## config.mk

```make
export PLATFORM = sky130hd
export DESIGN_NAME = keypad_bcd_encoder
export DESIGN_NICKNAME = d
export VERILOG_FILES = /design/src/rtl/keypad_pkg.sv /design/src/rtl/key_onehot_to_bcd.sv /design/src/rtl/keypad_bcd_encoder.sv
export SDC_FILE = /design/constraint.sdc
export NUM_CORES = 1
export LEC_CHECK = 0
export CAP_MARGIN = 20
export CORE_ASPECT_RATIO = 1.25
export CORE_MARGIN = 5
export CORE_UTILIZATION = 62
export CTS_CLUSTER_SIZE = 8
export DETAILED_ROUTE_END_ITERATION = 8
export GPL_ROUTABILITY_DRIVEN = 0
export GPL_TIMING_DRIVEN = 0
export PLACE_DENSITY = 0.85
export SYNTH_ARGS = -nofsm -noshare
export SYNTH_HDL_FRONTEND = slang
export SYNTH_HIERARCHICAL = 1
export SYNTH_SLANG_ARGS = --single-unit
```

## constraint.sdc

```tcl
create_clock -name clk -period 15.6 [get_ports clk]
set_clock_uncertainty 0.2 [all_clocks]
set_input_delay 1.56 -clock clk [delete_from_list [all_inputs] [get_ports clk]]
set_output_delay 1.56 -clock clk [all_outputs]
set_load 0.03 [all_outputs]
```

## src/rtl/keypad_pkg.sv

```systemverilog
// Shared types and constants for the keypad-to-BCD timer entry path.
package keypad_pkg;

   localparam int unsigned DIGIT_W = 4;
   localparam int unsigned KEYS    = 10;
   localparam int unsigned CNT_W   = 8;

   localparam logic [DIGIT_W-1:0] MAX_DEZENA = 4'd5;

   typedef enum logic [1:0] {
      ST_IDLE,
      ST_DEBOUNCE,
      ST_HELD,
      ST_RELEASE
   } key_state_t;

endpackage

```

## src/rtl/key_onehot_to_bcd.sv

```systemverilog
// Classifies a 10-bit key pattern: BCD index of the set bit and a flag that
// exactly one bit is set.
module key_onehot_to_bcd
   import keypad_pkg::*;
(
   input  logic [KEYS-1:0]    pattern,
   output logic [DIGIT_W-1:0] code,
   output logic               onehot
);

   logic [3:0] ones;

   always_comb begin
      code = '0;
      ones = '0;
      for (int i = 0; i < int'(KEYS); i++) begin
         if (pattern[i]) begin
            code = DIGIT_W'(i);
            ones = ones + 4'd1;
         end
      end
      onehot = (ones == 4'd1);
   end

endmodule

```

## src/rtl/keypad_bcd_encoder.sv

```systemverilog
// Synchronises and debounces the one-hot keypad and left-shifts accepted
// digits into the three BCD timer digits.
module keypad_bcd_encoder
   import keypad_pkg::*;
#(
   parameter int unsigned DEBOUNCE_CYCLES = 4
)
(
   input  logic               clk,
   input  logic               rst_n,
   input  logic [KEYS-1:0]    Keypad,
   input  logic               Enable,
   input  logic               Clear,
   output logic [DIGIT_W-1:0] Minutos,
   output logic [DIGIT_W-1:0] DezenaSeg,
   output logic [DIGIT_W-1:0] UnidadeSeg,
   output logic               KeyStrobe,
   output logic               KeyReject,
   output logic               Valid
);

   localparam logic [CNT_W-1:0] CNT_LAST = CNT_W'(DEBOUNCE_CYCLES - 1);

   logic [KEYS-1:0]    sync1_q, sync1_d;
   logic [KEYS-1:0]    sync2_q, sync2_d;
   logic [KEYS-1:0]    pat_q, pat_d;
   key_state_t         state_q, state_d;
   logic [CNT_W-1:0]   cnt_q, cnt_d;
   logic [DIGIT_W-1:0] min_q, min_d;
   logic [DIGIT_W-1:0] dez_q, dez_d;
   logic [DIGIT_W-1:0] uni_q, uni_d;
   logic               strobe_q, strobe_d;
   logic               reject_q, reject_d;

   logic [DIGIT_W-1:0] key_code;
   logic               key_onehot;
   logic               accept;

   key_onehot_to_bcd u_classify (
      .pattern (sync2_q),
      .code    (key_code),
      .onehot  (key_onehot)
   );

   // Debounce FSM, accept action and digit shift register.
   always_comb begin
      sync1_d  = Keypad;
      sync2_d  = sync1_q;
      pat_d    = pat_q;
      state_d  = state_q;
      cnt_d    = cnt_q;
      min_d    = min_q;
      dez_d    = dez_q;
      uni_d    = uni_q;
      strobe_d = 1'b0;
      reject_d = 1'b0;
      accept   = 1'b0;

      case (state_q)
         ST_IDLE: begin
            if (key_onehot) begin
               pat_d   = sync2_q;
               state_d = ST_DEBOUNCE;
               cnt_d   = CNT_W'(1);
            end
         end
         ST_DEBOUNCE: begin
            if (sync2_q != pat_q) begin
               state_d = ST_IDLE;
            end else if (cnt_q == CNT_LAST) begin
               state_d = ST_HELD;
               accept  = 1'b1;
            end else begin
               cnt_d = cnt_q + CNT_W'(1);
            end
         end
         ST_HELD: begin
            if (sync2_q == '0) begin
               state_d = ST_RELEASE;
               cnt_d   = CNT_W'(1);
            end
         end
         ST_RELEASE: begin
            if (sync2_q != '0) begin
               state_d = ST_HELD;
            end else if (cnt_q == CNT_LAST) begin
               state_d = ST_IDLE;
            end else begin
               cnt_d = cnt_q + CNT_W'(1);
            end
         end
         default: state_d = ST_IDLE;
      endcase

      // Refusing a shift while units > 5 keeps the tens-of-seconds digit legal.
      if (accept && Enable) begin
         if (uni_q > MAX_DEZENA) begin
            reject_d = 1'b1;
         end else begin
            strobe_d = 1'b1;
            min_d    = dez_q;
            dez_d    = uni_q;
            uni_d    = key_code;
         end
      end

      if (Clear) begin
         min_d = '0;
         dez_d = '0;
         uni_d = '0;
      end
   end

   always_ff @(posedge clk or negedge rst_n) begin
      if (!rst_n) begin
         sync1_q  <= '0;
         sync2_q  <= '0;
         pat_q    <= '0;
         state_q  <= ST_IDLE;
         cnt_q    <= '0;
         min_q    <= '0;
         dez_q    <= '0;
         uni_q    <= '0;
         strobe_q <= 1'b0;
         reject_q <= 1'b0;
      end else begin
         sync1_q  <= sync1_d;
         sync2_q  <= sync2_d;
         pat_q    <= pat_d;
         state_q  <= state_d;
         cnt_q    <= cnt_d;
         min_q    <= min_d;
         dez_q    <= dez_d;
         uni_q    <= uni_d;
         strobe_q <= strobe_d;
         reject_q <= reject_d;
      end
   end

   assign Minutos    = min_q;
   assign DezenaSeg  = dez_q;
   assign UnidadeSeg = uni_q;
   assign KeyStrobe  = strobe_q;
   assign KeyReject  = reject_q;
   assign Valid      = |{min_q, dez_q, uni_q};

endmodule

```

==> key figures, run 1 <==
Outcome
  – Status: finished, final reports clean

CTS
  – Cts bufs inserted: 5
  – Sink Count: 54
  – Post-CTS setup buffers: 0
  – Clk root buf: clkbuf_8
  – Cts repair resizes: 0
  – # hold bufs at CTS: 0
  – CTS tree: built
  – # H-tree levels: 2
  – Clock transition at the registers of the reported paths: 0.10 ns
  – Clk buf depth: 2
  – Clk_lat worst skew: 0.31 ns

Finish
  – Commonest non-fill, non-tap cell in the layout: dfrtp_1
  – Fin nets: 347
  – Area grow syn2layout: 15.4%
  – Most frequent cells in the layout: dfrtp_1 (54), clkdlybuf4s50_1 (27), nand3_1 (23), a21oi_1 (21), nand2_1 (19)
  – Ant. Diodes: 0
  – Fraction of layout cells with a size suffix above 1: 0.157

GRT
  – Initial antenna violation count: 0
  – First-pass GRT wire length: 9690 um
  – Vias in the first global route: 2186
  – GRT overflow: 0
  – Largest net degree at the start of global routing: 43
  – All-Layer GR Usage: 0.190

STA
  – F_max: 140 MHz
  – Slew headroom: 0.685
  – Fin Setup TNS: 0 ns
  – Hold WS: 0.154 ns
  – Setup Viol. Count Final: 0
  – Final Cycle Share: 0.459
  – Unrepaired setup endpoints after global routing: false
  – Worst Tran Pin Value: 0.468 ns
  – Final hold vios: 0
  – Max-slew violation count: 0
  – Final min period: 7.16 ns

Die
  – Core box area: 4760 um2
  – Io pins: 29
  – Die height: 88.5 um
  – Die X: 72.8 um
  – Initial Utilization: 0.641
  – Rows: 28
  – Die area: 6440 um2

Flow run
  – Max_cap viols: 0

Worst setup path
  – Crit path required time: 15.60 ns
  – Kind of critical path: reg -> reg
  – Reg2Reg Depth: 32
  – FF-to-FF setup slack: 8.44 ns
  – CP Launch Point: sync2_q[1]$_DFF_PN0_
  – CP most frequent cell: ha_1
  – Slowest cell delay on critical path: 0.46 ns
  – Startpoint Class: register
  – Worst R2R Start: sync2_q[1]$_DFF_PN0_
  – Critical Path Sink Type: register
  – Slowest-stage cell, CP: dfrtp_1
  – Worst Path Max Fanout: 10
  – Worst Path Arrival: 7.16 ns

Synthesis
  – Area leader, netlist: dfrtp_1
  – Syn nets: 311
  – Number of synthesized flops with an enable pin: 0
  – Count of state elements after synthesis: 54
  – Sequential cell area fraction in the yosys report: 0.442
  – Post-synth top area share: 0.442
  – Asr flop ratio synth: 1.00
  – Cell area after synthesis: 3050 um2
  – Main area contributors after synthesis: dfrtp_1 (44%), mux2_2 (4.4%), ha_1 (4.1%)
  – Synth warn: 6
  – Top_reg_cell synth: dfrtp_1
  – Synth Area per Inst: 10.6 um2
  – Cell count after synthesis: 287
  – Synth cell types: 55

Pwr
  – Max VDD drop: 0.121 mV
  – Cell Pwr Density: 124 nW/um2
  – Static leakage: 1.50 nW

Drt
  – Drt pass-1 iters: 4
  – Final wirelength: 5600 um
  – WL per Instance: 14.6 um
  – Post-route antenna net violation count: 0
  – Vias per cell: 5.82
  – Drt drc: 0
  – Via count: 2235
  – DRT iter0 DRCs: 108

Worst hold path
  – Hold Crit Start: sync1_q[0]$_DFF_PN0_
  – Hold Path Class: reg -> reg
  – Worst Hold Depth: 0

Placement
  – DPL Wire Length: 4180 um
  – Port buffer count: 28
-- report_power, final --
| group | switching [mW] | internal, mW |
|---|---|---|
| Clock | 0.0461 | 0.0366 |
| Combinational | 0.0908 | 0.0874 |
| Sequential | 0.0163 | 0.160 |
-- final cells by class --
class | count | area [um2]
repair buffers | 29 | 295
clock buffers | 6 | 82.6
clock inverters | 2 | 16.3
inverters | 7 | 26.3
multi-input cells | 213 | 1620
flip-flops and latches | 54 | 1350
well taps | 60 | 75.1
fillers | 345 | 1240
plain buffers | 13 | 60.1
-- stage by stage --
stage,area [um2],worst slack [ns],power [mW],instances,utilization
2_1_floorplan,3050,9.00,0.322,287,-
3_3_place_gp,3410,8.59,0.349,375,0.716
3_5_place_dp,3420,8.44,0.357,376,0.719
4_1_cts,3520,8.43,0.440,384,0.739
5_1_grt,3520,8.04,0.468,384,0.739
6_report,3520,8.44,0.437,384,0.739
-- flip-flops by register name, summed over array words and instances, names as in the netlist --
register and flops:
KeyReject 1, cnt_q 8, sync2_q 10, state_q 2
KeyStrobe 1, UnidadeSeg 4, sync1_q 10, pat_q 10
Minutos 4, DezenaSeg 4
-- routing by layer --
layer,GRT usage,up-vias,share of wire
met2,0.323,46,0.50
li1,-,1095,-
met4,0.0721,0,0.023
met3,0.0341,14,0.036
met5,0,-,0
met1,0.242,1080,0.44
-- final timing paths --
| kind | end |
|---|---|
| max in group asynchronous | pat_q[1]$_DFFE_PN0P_ |
| max | cnt_q[0]$_DFFE_PN0P_ |
| min reg2reg | sync2_q[0]$_DFF_PN0_ |
| min | sync2_q[0]$_DFF_PN0_ |
| max reg2reg | cnt_q[0]$_DFFE_PN0P_ |
| min in group asynchronous | sync1_q[1]$_DFF_PN0_ |
-- synthesized netlist by cell type (2+ instances only) --
library cell / number
nor2_1: 13
ha_1: 10
nand3_1: 23
nor4_2: 3
clkbuf_1: 6
dfrtp_1: 54
xor2_1: 14
and3b_1: 2
or2_2: 3
nor4_4: 2
nand2_1: 19
o31ai_1: 3
nand4_1: 4
a21o_1: 2
nor4_1: 6
nand2b_1: 8
mux2_2: 12
buf_2: 6
and3_1: 3
a21oi_1: 21
a2111o_1: 2
xnor2_1: 14
o21ai_2: 2
inv_1: 7
mux2i_1: 3
nor3b_1: 3
o21ai_0: 14
-- critical path: cells and delay by family, from the launching register on --
kind,cells,cell delay [ns]
fa+ha+maj,8,2.35
simple gates,8,1.29
compound gates,7,1.05
mux,3,0.82
xor+xnor,3,0.63
flops,1,0.46
buf+inv,3,0.23
-- cells by family (layout without fill, tap and decap cells) --
kind of cell / Yosys count / after routing / share of synthesized area
muxes: 16 / 16 / 0.0590
adders and majority gates: 10 / 10 / 0.0410
and+or+nand+nor: 102 / 102 / 0.204
DFF: 54 / 54 / 0.442
buffers and inverters: 20 / 57 / 0.0283
xor gates and xnor gates: 32 / 32 / 0.110
AOI/OAI and AO/OA: 53 / 53 / 0.116
Note: power is estimated with default switching activity, not from simulation.
==> run 2: changes to the inputs <==
CORE_UTILIZATION = 52   (was 62)
PLACE_DENSITY = 0.76   (was 0.85)
clock period = 6.03 ns   (was 15.6 ns; I/O delays follow)
==> run 2 against run 1 <==
  * The run now ends with negative setup slack left
  * Non-clock buffer count is 18 higher
  * Sequential share of layout area is 4.1 points lower
  * Clock power grew to 3.0 times the previous value
  * Sequential power grew to 2.6 times the previous value
  * Setup slack worse by 8.5 ns
==> key figures, run 2 (same netlist as run 1, synthesis figures left out) <==
Worst setup path
  – Startpoint Class: register
  – Slowest cell delay on critical path: 0.43 ns
  – Crit path max-delay family: adder cells
  – CP most frequent cell: ha_4
  – Crit path required time: 6.04 ns
  – Kind of critical path: reg -> reg
  – FF-to-FF setup slack: -0.09 ns
  – Worst Path Arrival: 6.13 ns
  – Critical Path Sink Type: register
  – Worst path bufs/invs: 3
  – Slowest-stage cell, CP: dfrtp_2
  – Worst Path Max Fanout: 3

Finish
  – Multi-input gate area: 1860 um2
  – Top flop regs: pat_q (10), sync1_q (10), sync2_q (10)
  – Commonest non-fill, non-tap cell in the layout: dfrtp_1
  – Register area: 1360 um2
  – Most frequent cells in the layout: dfrtp_1 (51), clkdlybuf4s50_1 (27), nand3_1 (23), a21oi_1 (19), nand2_1 (18)
  – Fill count: 426
  – Final instance area: 3960 um2
  – Fin nets: 365
  – Ant. Diodes: 0
  – Fraction of layout cells with a size suffix above 1: 0.281
  – Area grow syn2layout: 29.5%

GRT
  – Met3 Use GR: 0.0321
  – First-pass GRT wire length: 10700 um
  – Global routing usage on met2: 0.308
  – Initial antenna violation count: 0
  – All-Layer GR Usage: 0.181
  – GRT overflow: 0
  – Grt met1 use: 0.221
  – Most Crowded Layer GR: met2
  – Vias in the first global route: 2312
  – Largest net degree at the start of global routing: 30

Placement
  – DPL Wire Length: 4380 um
  – DP Area: 3530 um2
  – Port buffer count: 28

Pwr
  – Cell Pwr Density: 347 nW/um2
  – Max VDD drop: 0.265 mV
  – Static leakage: 1.67 nW
  – Final Total Pwr: 1.37 mW

CTS
  – Clk root buf: clkbuf_8
  – # H-tree levels: 2
  – # hold bufs at CTS: 0
  – Clk buf depth: 2
  – CTS tree: built
  – Sink Count: 54
  – Clk_lat worst skew: 0.32 ns
  – Cts bufs inserted: 5
  – Clock transition at the registers of the reported paths: 0.10 ns

Drt
  – WL per Instance: 15.9 um
  – Drt pass-1 iters: 4
  – Post-route antenna net violation count: 0
  – DRT iter0 DRCs: 134
  – Final wirelength: 6480 um
  – Vias per cell: 5.73
  – Via count: 2337
  – Drt drc: 0

Outcome
  – Status: finished, violations left
  – Failing checks: negative setup slack

Die
  – Die height: 95.7 um
  – Rows: 31
  – Io pins: 29
  – Die area: 7520 um2
  – Core box area: 5740 um2
  – Die X: 78.5 um
  – Initial Utilization: 0.532

STA
  – Unrepaired setup endpoints after global routing: true
  – Final Cycle Share: 1.02
  – Slew headroom: 0.569
  – Setup Viol. Count Final: 15
  – Max-slew violation count: 0
  – Final hold vios: 0
  – F_max: 163 MHz
  – Final min period: 6.12 ns
  – Worst Tran Pin Value: 0.641 ns
  – Setup ws final: -0.0948 ns

Worst hold path
  – Hold Path Class: in -> async

Flow run
  – Max_cap viols: 0
run 2: cell types whose count changed in the layout (fill, tap and decap cells not counted), moves of 4 or more:
cell	previous run	this run
buf_6	0	4
ha_4	0	5
buf_4	1	15
mux2_4	1	12
mux2_2	12	1
ha_1	10	5
run 2: final timing paths:
path / from / cells past startpoint / endpoint
setup reg to reg: sync2_q[1]$_DFF_PN0_ / 32 / cnt_q[0]$_DFFE_PN0P_
hold reg to reg: sync1_q[4]$_DFF_PN0_ / 0 / sync2_q[4]$_DFF_PN0_
hold / removal: rst_n / 1 / sync1_q[0]$_DFF_PN0_
max in group asynchronous: rst_n / 2 / sync2_q[5]$_DFF_PN0_
min in group clk: sync1_q[4]$_DFF_PN0_ / 0 / sync2_q[4]$_DFF_PN0_
setup / recovery: sync2_q[1]$_DFF_PN0_ / 32 / cnt_q[0]$_DFFE_PN0P_
run 2: power by group:
| group | switching [mW] | leakage, nW | internal, mW |
|---|---|---|---|
| logic | 0.300 | 0.936 | 0.366 |
| clock network | 0.124 | 0.0587 | 0.126 |
| registers | 0.0434 | 0.679 | 0.415 |
| total | 0.468 | 1.67 | 0.907 |
run 2: worst register-to-register path, delay by kind of cell (launching register included):
family | cells | cell delay, ns
AO/OA/AOI/OAI | 7 | 0.71
XOR/XNOR | 3 | 0.46
adder cells (fa/ha/maj) | 8 | 1.97
buffers and inverters | 3 | 0.21
flip-flops | 1 | 0.43
multiplexers | 3 | 0.84
AND/OR/NAND/NOR | 8 | 1.22
run 2: final cells by class:
cell class,count,area share
inverter,7,0.00664
sequential,54,0.343
buffer,13,0.0177
clock inverter,3,0.0120
multi-input combinational,213,0.470
timing repair buffer,47,0.113
clock buffer,5,0.0174
tap,66,0.0209
run 2: through the flow:
stage / setup WS, ns / std cells / TNS (ns) / hold slack (ns) / util
after floorplan: -0.172 / 287 / -0.172 / 0.107 / -
after global placement: -0.538 / 381 / -6.11 / 0.131 / 0.612
after CTS: -0.0917 / 403 / -1.14 / 0.128 / 0.669
after global routing: -0.310 / 408 / -4.81 / 0.148 / 0.689
after detailed placement: -0.583 / 382 / -7.35 / 0.135 / 0.615
final: -0.0948 / 408 / -0.720 / 0.106 / 0.689
run 2: what timing repair did:
action,CTS,global route
gates cloned,1,0
pin swaps,12,12
endpoints found under the setup margin,19,19
resized for setup,25,18
buffers inserted,12,5
run 2: routing by layer:
metal | vias to the layer above | wire length (um)
met5 | - | 0
met4 | 0 | 191
met3 | 19 | 231
met2 | 55 | 3310
met1 | 1137 | 2740
li1 | 1126 | -
